## config.mk

```make
export PLATFORM = sky130hd
export DESIGN_NAME = fib_seq_ctrl
export DESIGN_NICKNAME = d
export VERILOG_FILES = /design/src/rtl/fib_seq_ctrl.sv
export SDC_FILE = /design/constraint.sdc
export NUM_CORES = 1
export LEC_CHECK = 0
export BUFFER_PORTS_ARGS = -buffer_cell sky130_fd_sc_hd__buf_2
export CAP_MARGIN = 0
export CELL_PAD_IN_SITES_DETAIL_PLACEMENT = 0
export CELL_PAD_IN_SITES_GLOBAL_PLACEMENT = 1
export CORE_MARGIN = 2
export CORE_UTILIZATION = 36
export CTS_CLUSTER_SIZE = 28
export DETAILED_ROUTE_END_ITERATION = 16
export PLACE_DENSITY_LB_ADDON = 0.08
export SETUP_SLACK_MARGIN = 0.05
export SYNTH_ARGS = -nofsm -noshare
export SYNTH_HDL_FRONTEND = slang
export SYNTH_SLANG_ARGS = --single-unit
```

## constraint.sdc

```tcl
create_clock -name clk -period 2.1 [get_ports clk]
set_input_delay 0.105 -clock clk [delete_from_list [all_inputs] [get_ports clk]]
set_output_delay 0.105 -clock clk [all_outputs]
set_load 0.005 [all_outputs]
```

## src/rtl/fib_seq_ctrl.sv

```systemverilog
// fib_seq_ctrl: start/abort sequencer for the 11-bit Fibonacci add/subtract datapath.
// Define FIB_STEP_EN to add a synchronized single-step button as an alternative tick source.
module fib_seq_ctrl #(
   parameter int CNT_W = 4
) (
   input  logic             clk,
   input  logic             clr_n,
   input  logic             tick,
   input  logic             start,
   input  logic             abort,
`ifdef FIB_STEP_EN
   input  logic             step_mode,
   input  logic             step,
`endif
   input  logic [CNT_W-1:0] n_terms,
   output logic [1:0]       mux,
   output logic             sel,
   output logic             clr,
   output logic             ld1,
   output logic             ld2,
   output logic             busy,
   output logic             done,
   output logic [1:0]       phase,
   output logic [CNT_W-1:0] term_idx
);
   typedef enum logic [2:0] {IDLE, CLEAR, LOAD1, ADD, TURN, SUB, DONE} state_t;
   state_t state, state_nx;
   logic [CNT_W-1:0] cnt, cnt_nx, nt;
   logic stp, last;
`ifdef FIB_STEP_EN
   logic [2:0] sync;
   always_ff @(posedge clk or negedge clr_n)
      if (!clr_n) sync <= '0;
      else sync <= {sync[1:0], step};
   assign stp = step_mode ? (sync[1] & ~sync[2]) : tick;
`else
   assign stp = tick;
`endif
   // n_terms of 0 wraps to all-ones here, giving a full 2^CNT_W-term phase
   assign last = cnt == nt - CNT_W'(1);
   assign term_idx = cnt;
   always_ff @(posedge clk or negedge clr_n)
      if (!clr_n) begin
         state <= IDLE;
         cnt   <= '0;
         nt    <= '0;
      end else begin
         state <= state_nx;
         cnt   <= cnt_nx;
         if (state == IDLE && start && !abort) nt <= n_terms;
      end
   always_comb begin
      state_nx = state;
      cnt_nx   = cnt;
      mux      = 2'b00;
      sel      = 1'b0;
      clr      = 1'b0;
      ld1      = 1'b0;
      ld2      = 1'b0;
      busy     = 1'b1;
      done     = 1'b0;
      phase    = 2'b00;
      case (state)
         IDLE: begin
            busy = 1'b0;
            state_nx = start ? CLEAR : IDLE;
         end
         CLEAR: begin
            clr = 1'b1;
            state_nx = LOAD1;
         end
         LOAD1: begin
            mux = 2'b01;
            ld1 = stp;
            if (stp) begin
               state_nx = ADD;
               cnt_nx = '0;
            end
         end
         ADD: begin
            ld1 = stp;
            ld2 = stp;
            phase = 2'b01;
            if (stp) begin
               cnt_nx = cnt + CNT_W'(1);
               state_nx = last ? TURN : ADD;
            end
         end
         TURN: begin
            mux = 2'b10;
            sel = 1'b1;
            ld1 = stp;
            ld2 = stp;
            phase = 2'b10;
            if (stp) begin
               state_nx = SUB;
               cnt_nx = '0;
            end
         end
         SUB: begin
            sel = 1'b1;
            ld1 = stp;
            ld2 = stp;
            phase = 2'b11;
            if (stp) begin
               cnt_nx = cnt + CNT_W'(1);
               state_nx = last ? DONE : SUB;
            end
         end
         DONE: begin
            done = 1'b1;
            state_nx = IDLE;
            cnt_nx = '0;
         end
         default: state_nx = IDLE;
      endcase
      if (abort) begin
         state_nx = IDLE;
         cnt_nx = '0;
      end
   end
endmodule

```

* Yosys cells after proc, flatten, opt, wreduce, memory -nomap -nowiden
Index checks and enable logic that the tools add are counted.
** Word-level totals
- Register bits :: 11
- Output and inout port bits :: 14
** Cells by class
- Mux-type cells :: 21
- Add/subtract/negate cells :: 2
- Equality and inequality tests :: 13
- Reductions and logical operators :: 12
** Operators with widths (count)
- 3-bit two-way mux :: 6
- 3-bit case mux with 6 select lines :: 1
- 4-bit two-way mux :: 3
- 3-bit != test (second input constant) :: 4
- 4-bit case mux with 3 select lines :: 1
- 3-bit == test (second input constant) :: 3
- 1-bit two-way mux :: 7
- 3-bit by 2-bit == test with 1-bit output (second input constant) :: 2
- 3-bit by 1-bit != test with 1-bit output (second input constant) :: 2
- 2-bit case mux with 3 select lines :: 1
- 2-bit OR reduction :: 3
- 4-bit by 1-bit adder with 4-bit output (second input constant) :: 1
- 4-bit == test :: 1
- 2-bit case mux with 2 select lines :: 1
- 4-bit AND reduction :: 1
- 4-bit nonzero test :: 1
- 4-bit OR reduction :: 1
- 4-bit by 1-bit subtractor with 4-bit output (second input constant) :: 1
- 3-bit by 1-bit == test with 1-bit output (second input constant) :: 1
- 3-bit logical NOT :: 1
- 3-bit AND reduction :: 1
- 3-bit OR reduction :: 1
- 1-bit logical AND :: 2
- 2-bit two-way mux :: 1
- 1-bit logical NOT :: 1

* Logic depth before layout (Yosys ltp)
Gate-level depths: netlist of run 1.
- Depth in word-level cells :: 6
- Depth in mapped cells :: 6

* Least setup slack after synthesis of run 1
OpenSTA, ideal clock, no wires.
- Path type :: flip-flop to flip-flop
- Start :: register nt[0]
- End :: register state[1]
- Stages on the path, launching flop included :: 7
- Slack :: 338 ps
- Data required time :: 1975 ps
- Arrival :: 1638 ps
- Path through :: dfrtp_1 -> inv_1 -> ha_1 -> xor2_1 -> nand3_1 -> nor4b_1 -> mux2_2
** On the way
- Word-level cells in the longest chain between the ends :: 6
- Elaborated cells between the ends (all ways) :: 8
- Classes of those cells :: add/sub: 1; eq/ne: 1; mux: 6
** Ends and longest elaborated chain
- start: declaration :: RTL line 28 : logic [CNT_W-1:0] cnt, cnt_nx, nt;
- start signal: assignment :: RTL line 50 : if (state == IDLE && start && !abort) nt <= n_terms;
- 4-bit by 1-bit subtractor with 4-bit output (*) :: RTL line 40 : assign last = cnt == nt - CNT_W'(1);
- 4-bit == test (*) :: RTL line 40
- 2-bit two-way mux or 3-bit two-way mux (tied branches) :: RTL line 107, 86
- 3-bit two-way mux, on equally long branches :: RTL line 105, 84
- 3-bit case mux with 6 select lines (*) :: RTL line 63 : case (state)
- 3-bit two-way mux (*) :: RTL line 117 : if (abort) begin
- end signal: assignment :: RTL line 48 : state <= state_nx;
- end: declaration :: RTL line 27 : state_t state, state_nx;
Mark *: on every way between the ends. The rest lies on a longest branch, timed or not. The select of a mux whose other input is x is not followed.
A chain may end at the register's enable or synchronous reset.

* Worst setup path in the final report of run 1
Same ends and word-level chain as after synthesis.

==> flow_metrics.env, run 1 <==
export IMPL_status="complete, no violations"
export IMPL_syn_nets=91
export IMPL_synthArstFlopShare=1.00
export IMPL_crit_chain="inv_1 > ha_1 > xor2_1 > nand3_1 > nor4b_2 > mux2_2"
export IMPL_worst_pin_slew_ps=440
export IMPL_synthTopCellsByArea="dfrtp_1 (36%), mux2_4 (7.9%), xnor2_1 (5.8%)"
export IMPL_grt_pass1_wl_um=2910
export IMPL_synth_top_family_by_area="simple AND/OR/NAND/NOR gates"
export IMPL_p_leak_nw=0.467
export IMPL_hold_path_class="in2reg"
export IMPL_synth_top_cell_area_share=0.364
export IMPL_synth_xor_area_share=0.0811
export IMPL_wl_per_cell_um=12.4
export IMPL_routed_wl_um=1640
export IMPL_post_route_drc_count=0
export IMPL_ant_nets=0
export IMPL_rsz0062_at_grt="false"
export IMPL_synth_simple_area_share=0.215
export IMPL_hold_violations=0
export IMPL_drive_gt1_frac=0.352
export IMPL_cpLargestDelayFamily="flip-flops"
export IMPL_clock_sinks=11
export IMPL_syn_mean_instance_area_um2=9.45
export IMPL_layout_min_cycle_time_ps=1780
export IMPL_synth_fa_ha_area_frac=0.0331
export IMPL_cp_num_cells=6
export IMPL_synth_seq_cells=11
export IMPL_grtUsageTotal=0.151
export IMPL_clkSlewWorstSetupHoldPaths_ps=80
export IMPL_power_density_nw_per_um2=648
export IMPL_cts_setup_buffers=0
export IMPL_vdd_ir_drop_max_mv=0.376
export IMPL_antenna_cells=0
export IMPL_ff2ff_path_depth=6
export IMPL_cp_num_buf_inv=1
export IMPL_drv_slew=0
export IMPL_grt_ovfl_total=0
export IMPL_cts_made_buffers=3
export IMPL_crit_path_max_fanout=4
export IMPL_slowest_stage="dfrtp_1"
export IMPL_ios=23
export IMPL_yosysUniqueCellTypes=34
export IMPL_fp_dieW_um=49.8
export IMPL_drt_vias_per_instance=4.87
export IMPL_min_period_over_period=0.848
export IMPL_area_growth_pct=23.8
export IMPL_clockBufferDepth=2
export IMPL_drt_initial_drc_count=11
export IMPL_setup_tns_final_ps=0
export IMPL_core_um2=1960
export IMPL_nFillCells=210
export IMPL_clock_latency_ps=270
export IMPL_min_path_cells=2
export IMPL_start_util=0.385
export IMPL_start_kind="flop"
export IMPL_timing_fmax_mhz=562
export IMPL_drtPass1Iterations=4
export IMPL_yosysWarnings=0
export IMPL_ctsRootBufferMaster="clkbuf_4"
export IMPL_antenna_found_initial=0
export IMPL_grt_pass1_vias=645
export IMPL_h_tree_depth=1
export IMPL_drv_cap=0
export IMPL_synth_edf_count=0
export IMPL_yosysTopAreaCell="dfrtp_1"
export IMPL_syn_area_um2=756
export IMPL_cp_required_ps=2270
export IMPL_postSynthCellCount=80
export IMPL_skew_ps=4.49
export IMPL_synthFlopType="dfrtp_1"
export IMPL_place_congestion=0.745
export IMPL_hold_slack_ps=59.1
export IMPL_crit_arrival_ps=1950
export IMPL_rows=16
export IMPL_cts_tree="yes"
export IMPL_die_area_um2=2480
export IMPL_path_class="reg2reg"
export IMPL_end_kind="flop"
export IMPL_fin_nets=117
export IMPL_vias=643
export IMPL_muxShareOfSynthArea=0.108
export IMPL_synth_compound_area_frac=0.129
export IMPL_setup_viol=0
export IMPL_grt_max_degree=12
export IMPL_dieHeight_um=49.8
export IMPL_relSlewSlack=0.705
export IMPL_synth_seq_area_share=0.364
export IMPL_port_buffers=22
export IMPL_dp_hpwl_um=1290
export IMPL_max_stage_delay_ps=400
## worst paths after layout
path	slack, ps	to	start
setup / recovery	320	state[1]	nt[0]
hold / removal	60	nt[3]	n_terms[3]
setup reg to reg	320	state[1]	nt[0]
hold reg to reg	530	nt[3]	nt[3]
max in group asynchronous	1670	nt[2]	clr_n
min in group asynchronous	220	term_idx[3]	clr_n
## sequential cells by signal (all words and copies together), names as in the netlist
signal    count
term_idx      4
state         3
nt            4
## kinds of logic (layout without fill, tap and decap cells)
kind of cell	Yosys count	in the layout
muxes	6	6
DFF	11	11
adders and majority gates	2	2
xor gates and xnor gates	7	7
AOI/OAI and AO/OA	14	14
buffers and inverters	12	37
and+or+nand+nor	28	28
## per-layer routing
layer | GRT usage | part of all wire
met4 | 0.0278 | 0.0061
met1 | 0.198 | 0.47
met5 | 0 | 0
met2 | 0.244 | 0.47
met3 | 0.0485 | 0.055
## timing repair
| item | 4_1_cts | 5_1_grt |
|---|---|---|
| endpoints found under the setup margin | 0 | 1 |
| endpoints found under the hold margin | 11 | 0 |
| hold buffers | 1 | 0 |
| gates resized for setup | 0 | 1 |
## metrics by stage
stage | instance area (um2) | power, mW | setup WS, ps | instances | utilization
2_1_floorplan | 756 | 0.406 | 338 | 80 | -
3_3_place_gp | 892 | 0.456 | 279 | 127 | 0.455
3_5_place_dp | 892 | 0.458 | 225 | 127 | 0.455
4_1_cts | 930 | 0.612 | 220 | 132 | 0.474
5_1_grt | 936 | 0.657 | 139 | 132 | 0.477
6_report | 936 | 0.607 | 320 | 132 | 0.477
## cell usage after synthesis, types with 3 or more instances
master / number
mux2_4: 4
inv_1: 8
nor2b_1: 3
nor2_1: 7
clkbuf_1: 3
nand3_1: 4
dfrtp_1: 11
xnor2_1: 5
nand2b_1: 4
## power breakdown
part,switching (mW),total (mW),internal [mW]
combinational,0.0925,0.201,0.108
clock,0.0772,0.148,0.0706
sequential,0.0223,0.259,0.236
total,0.192,0.607,0.415
## final cells by class
class,instances,area (um2),area share
multi-input cells,57,434,0.464
flip-flops and latches,11,275,0.294
repair buffers,25,135,0.144
well taps,27,33.8,0.0361
inverters,8,30.0,0.0321
clock buffers,3,22.5,0.0241
clock inverters,1,5.00,0.00535
## worst register-to-register path: stages, from the launching register on
cell and delay (ps):
dfrtp_1 400, inv_1 70, ha_1 300, xor2_1 130, nand3_1 120, nor4b_2 280, mux2_2 360
## cell usage in the layout (no fill, tap or decap), types with 2 or more instances in the layout
cell type,instances
xnor2_1,5
ha_1,2
a21oi_1,2
o2bb2ai_1,2
clkbuf_4,3
mux2_4,4
nor2b_1,3
o21ai_0,2
nand3_1,4
xor2_1,2
buf_2,22
nor2_1,7
nor3_1,2
buf_4,2
nand2b_1,4
inv_1,8
dfrtp_1,11
No activity file was read; power rests on OpenSTA's default activity.
==> run 2: changes to the inputs <==
--- a/config.mk
+++ b/config.mk
@@ -10,7 +10,7 @@
 export CELL_PAD_IN_SITES_DETAIL_PLACEMENT = 0
 export CELL_PAD_IN_SITES_GLOBAL_PLACEMENT = 1
 export CORE_MARGIN = 2
-export CORE_UTILIZATION = 36
+export CORE_UTILIZATION = 33
 export CTS_CLUSTER_SIZE = 28
 export DETAILED_ROUTE_END_ITERATION = 16
 export PLACE_DENSITY_LB_ADDON = 0.08
==> constraint.sdc (replaced) <==
create_clock -name clk -period 1.63 [get_ports clk]
set_input_delay 0.0815 -clock clk [delete_from_list [all_inputs] [get_ports clk]]
set_output_delay 0.0815 -clock clk [all_outputs]
set_load 0.005 [all_outputs]
==> flow_metrics.env, run 2 (synthesized netlist as in run 1, its figures left out) <==
export IMPL_status="finished with violations"
export IMPL_failed_checks="setup timing"
export IMPL_layout_commonest_cell="buf_2"
export IMPL_crit_path_max_fanout=2
export IMPL_post_route_drc_count=0
export IMPL_min_period_over_period=1.07
export IMPL_p_leak_nw=0.551
export IMPL_hold_path_class="in2reg"
export IMPL_drv_cap=0
export IMPL_grt_pass1_wl_um=2920
export IMPL_clock_latency_ps=280
export IMPL_ios=23
export IMPL_grtUsageTotal=0.153
export IMPL_vias=714
export IMPL_clkSlewWorstSetupHoldPaths_ps=80
export IMPL_min_path_cells=2
export IMPL_drt_vias_per_instance=4.92
export IMPL_ant_nets=0
export IMPL_multi_input_area_um2=523
export IMPL_rows=17
export IMPL_h_tree_depth=1
export IMPL_dp_hpwl_um=1350
export IMPL_fp_dieW_um=51.9
export IMPL_clockBufferDepth=2
export IMPL_drv_slew=0
export IMPL_wl_per_cell_um=12.7
export IMPL_antenna_found_initial=0
export IMPL_dieHeight_um=51.9
export IMPL_power_density_nw_per_um2=844
export IMPL_setup_viol=3
export IMPL_drive_gt1_frac=0.538
export IMPL_cp_required_ps=1800
export IMPL_layout_min_cycle_time_ps=1740
export IMPL_fin_util=0.511
export IMPL_fin_nets=129
export IMPL_clock_sinks=11
export IMPL_rsz0062_at_grt="true"
export IMPL_skew_ps=11.6
export IMPL_relSlewSlack=0.753
export IMPL_timing_fmax_mhz=574
export IMPL_routed_wl_um=1840
export IMPL_path_class="reg2reg"
export IMPL_dp_worst_setup_slack_ps=-118
export IMPL_ff2ff_path_depth=6
export IMPL_worst_pin_slew_ps=367
export IMPL_cts_tree="yes"
export IMPL_regArea_um2=275
export IMPL_area_growth_pct=48.2
export IMPL_final_cell_mix="buf_2 (22), buf_4 (13), dfrtp_1 (11)"
export IMPL_grt_ovfl_total=0
export IMPL_fin_ws_ps=-112
export IMPL_vdd_ir_drop_max_mv=0.549
export IMPL_die_area_um2=2690
export IMPL_ctsRootBufferMaster="clkbuf_4"
export IMPL_end_kind="flop"
export IMPL_hold_violations=0
export IMPL_port_buffers=22
export IMPL_grt_max_degree=12
export IMPL_crit_arrival_ps=1910
export IMPL_nFillCells=215
export IMPL_place_congestion=0.739
export IMPL_start_util=0.345
export IMPL_drtPass1Iterations=4
export IMPL_cts_made_buffers=3
export IMPL_grt_pass1_vias=633
export IMPL_core_um2=2190
export IMPL_drt_initial_drc_count=8
export IMPL_antenna_cells=0
export IMPL_start_kind="flop"
## run 2: what timing repair did
item                                   CTS  global route
setup buffers                            4             1
endpoints found under the hold margin   11             0
pin swaps                                4             5
gates resized for setup                  3            15
hold buffers                             1             0
setup endpoints to repair                7            10
## run 2: critical path: stages, from the launching register on
cell and delay [ps]:
dfrtp_1 370, inv_2 50, ha_4 260, xor2_2 140, nand3_2 130, nor4b_4 360
mux2_4 330
## run 2: worst paths after layout
kind	start	to	slack, ps
min reg2reg	nt[3]	nt[3]	530
max	nt[0]	state[1]	-110
min	n_terms[0]	nt[0]	20
max in group asynchronous	clr_n	nt[1]	1210
min in group asynchronous	clr_n	state[1]	200
max reg2reg	nt[0]	state[1]	-110
## run 2: stage by stage
step | setup TNS (ps) | hold WS, ps | cells | cell area (um2) | power (mW)
2_1_floorplan | -127 | -214 | 80 | 762 | 0.529
3_3_place_gp | -61.1 | -32.6 | 136 | 960 | 0.641
3_5_place_dp | -118 | -30.1 | 136 | 960 | 0.644
4_1_cts | -164 | 12.2 | 145 | 1050 | 0.891
5_1_grt | -473 | 7.10 | 145 | 1120 | 1.01
6_report | -210 | 23.0 | 145 | 1120 | 0.945
## run 2: power by group
group | internal, mW | switching (mW)
logic | 0.236 | 0.186
registers | 0.304 | 0.0253
clock network | 0.0911 | 0.102
## run 2: area by class of cell
class	instances	area share
repair buffers	37	0.204
multi-input cells	57	0.467
well taps	28	0.0313
inverters	8	0.0268
clock buffers	3	0.0201
clock inverters	1	0.00447
flip-flops and latches	11	0.246
## run 2: metal layers
metal	vias to the layer above	part of all wire	track usage
met3	5	0.051	0.0603
li1	348	-	-
met5	-	0	0
met4	0	0.017	0.0526
met1	342	0.47	0.191
met2	19	0.46	0.241
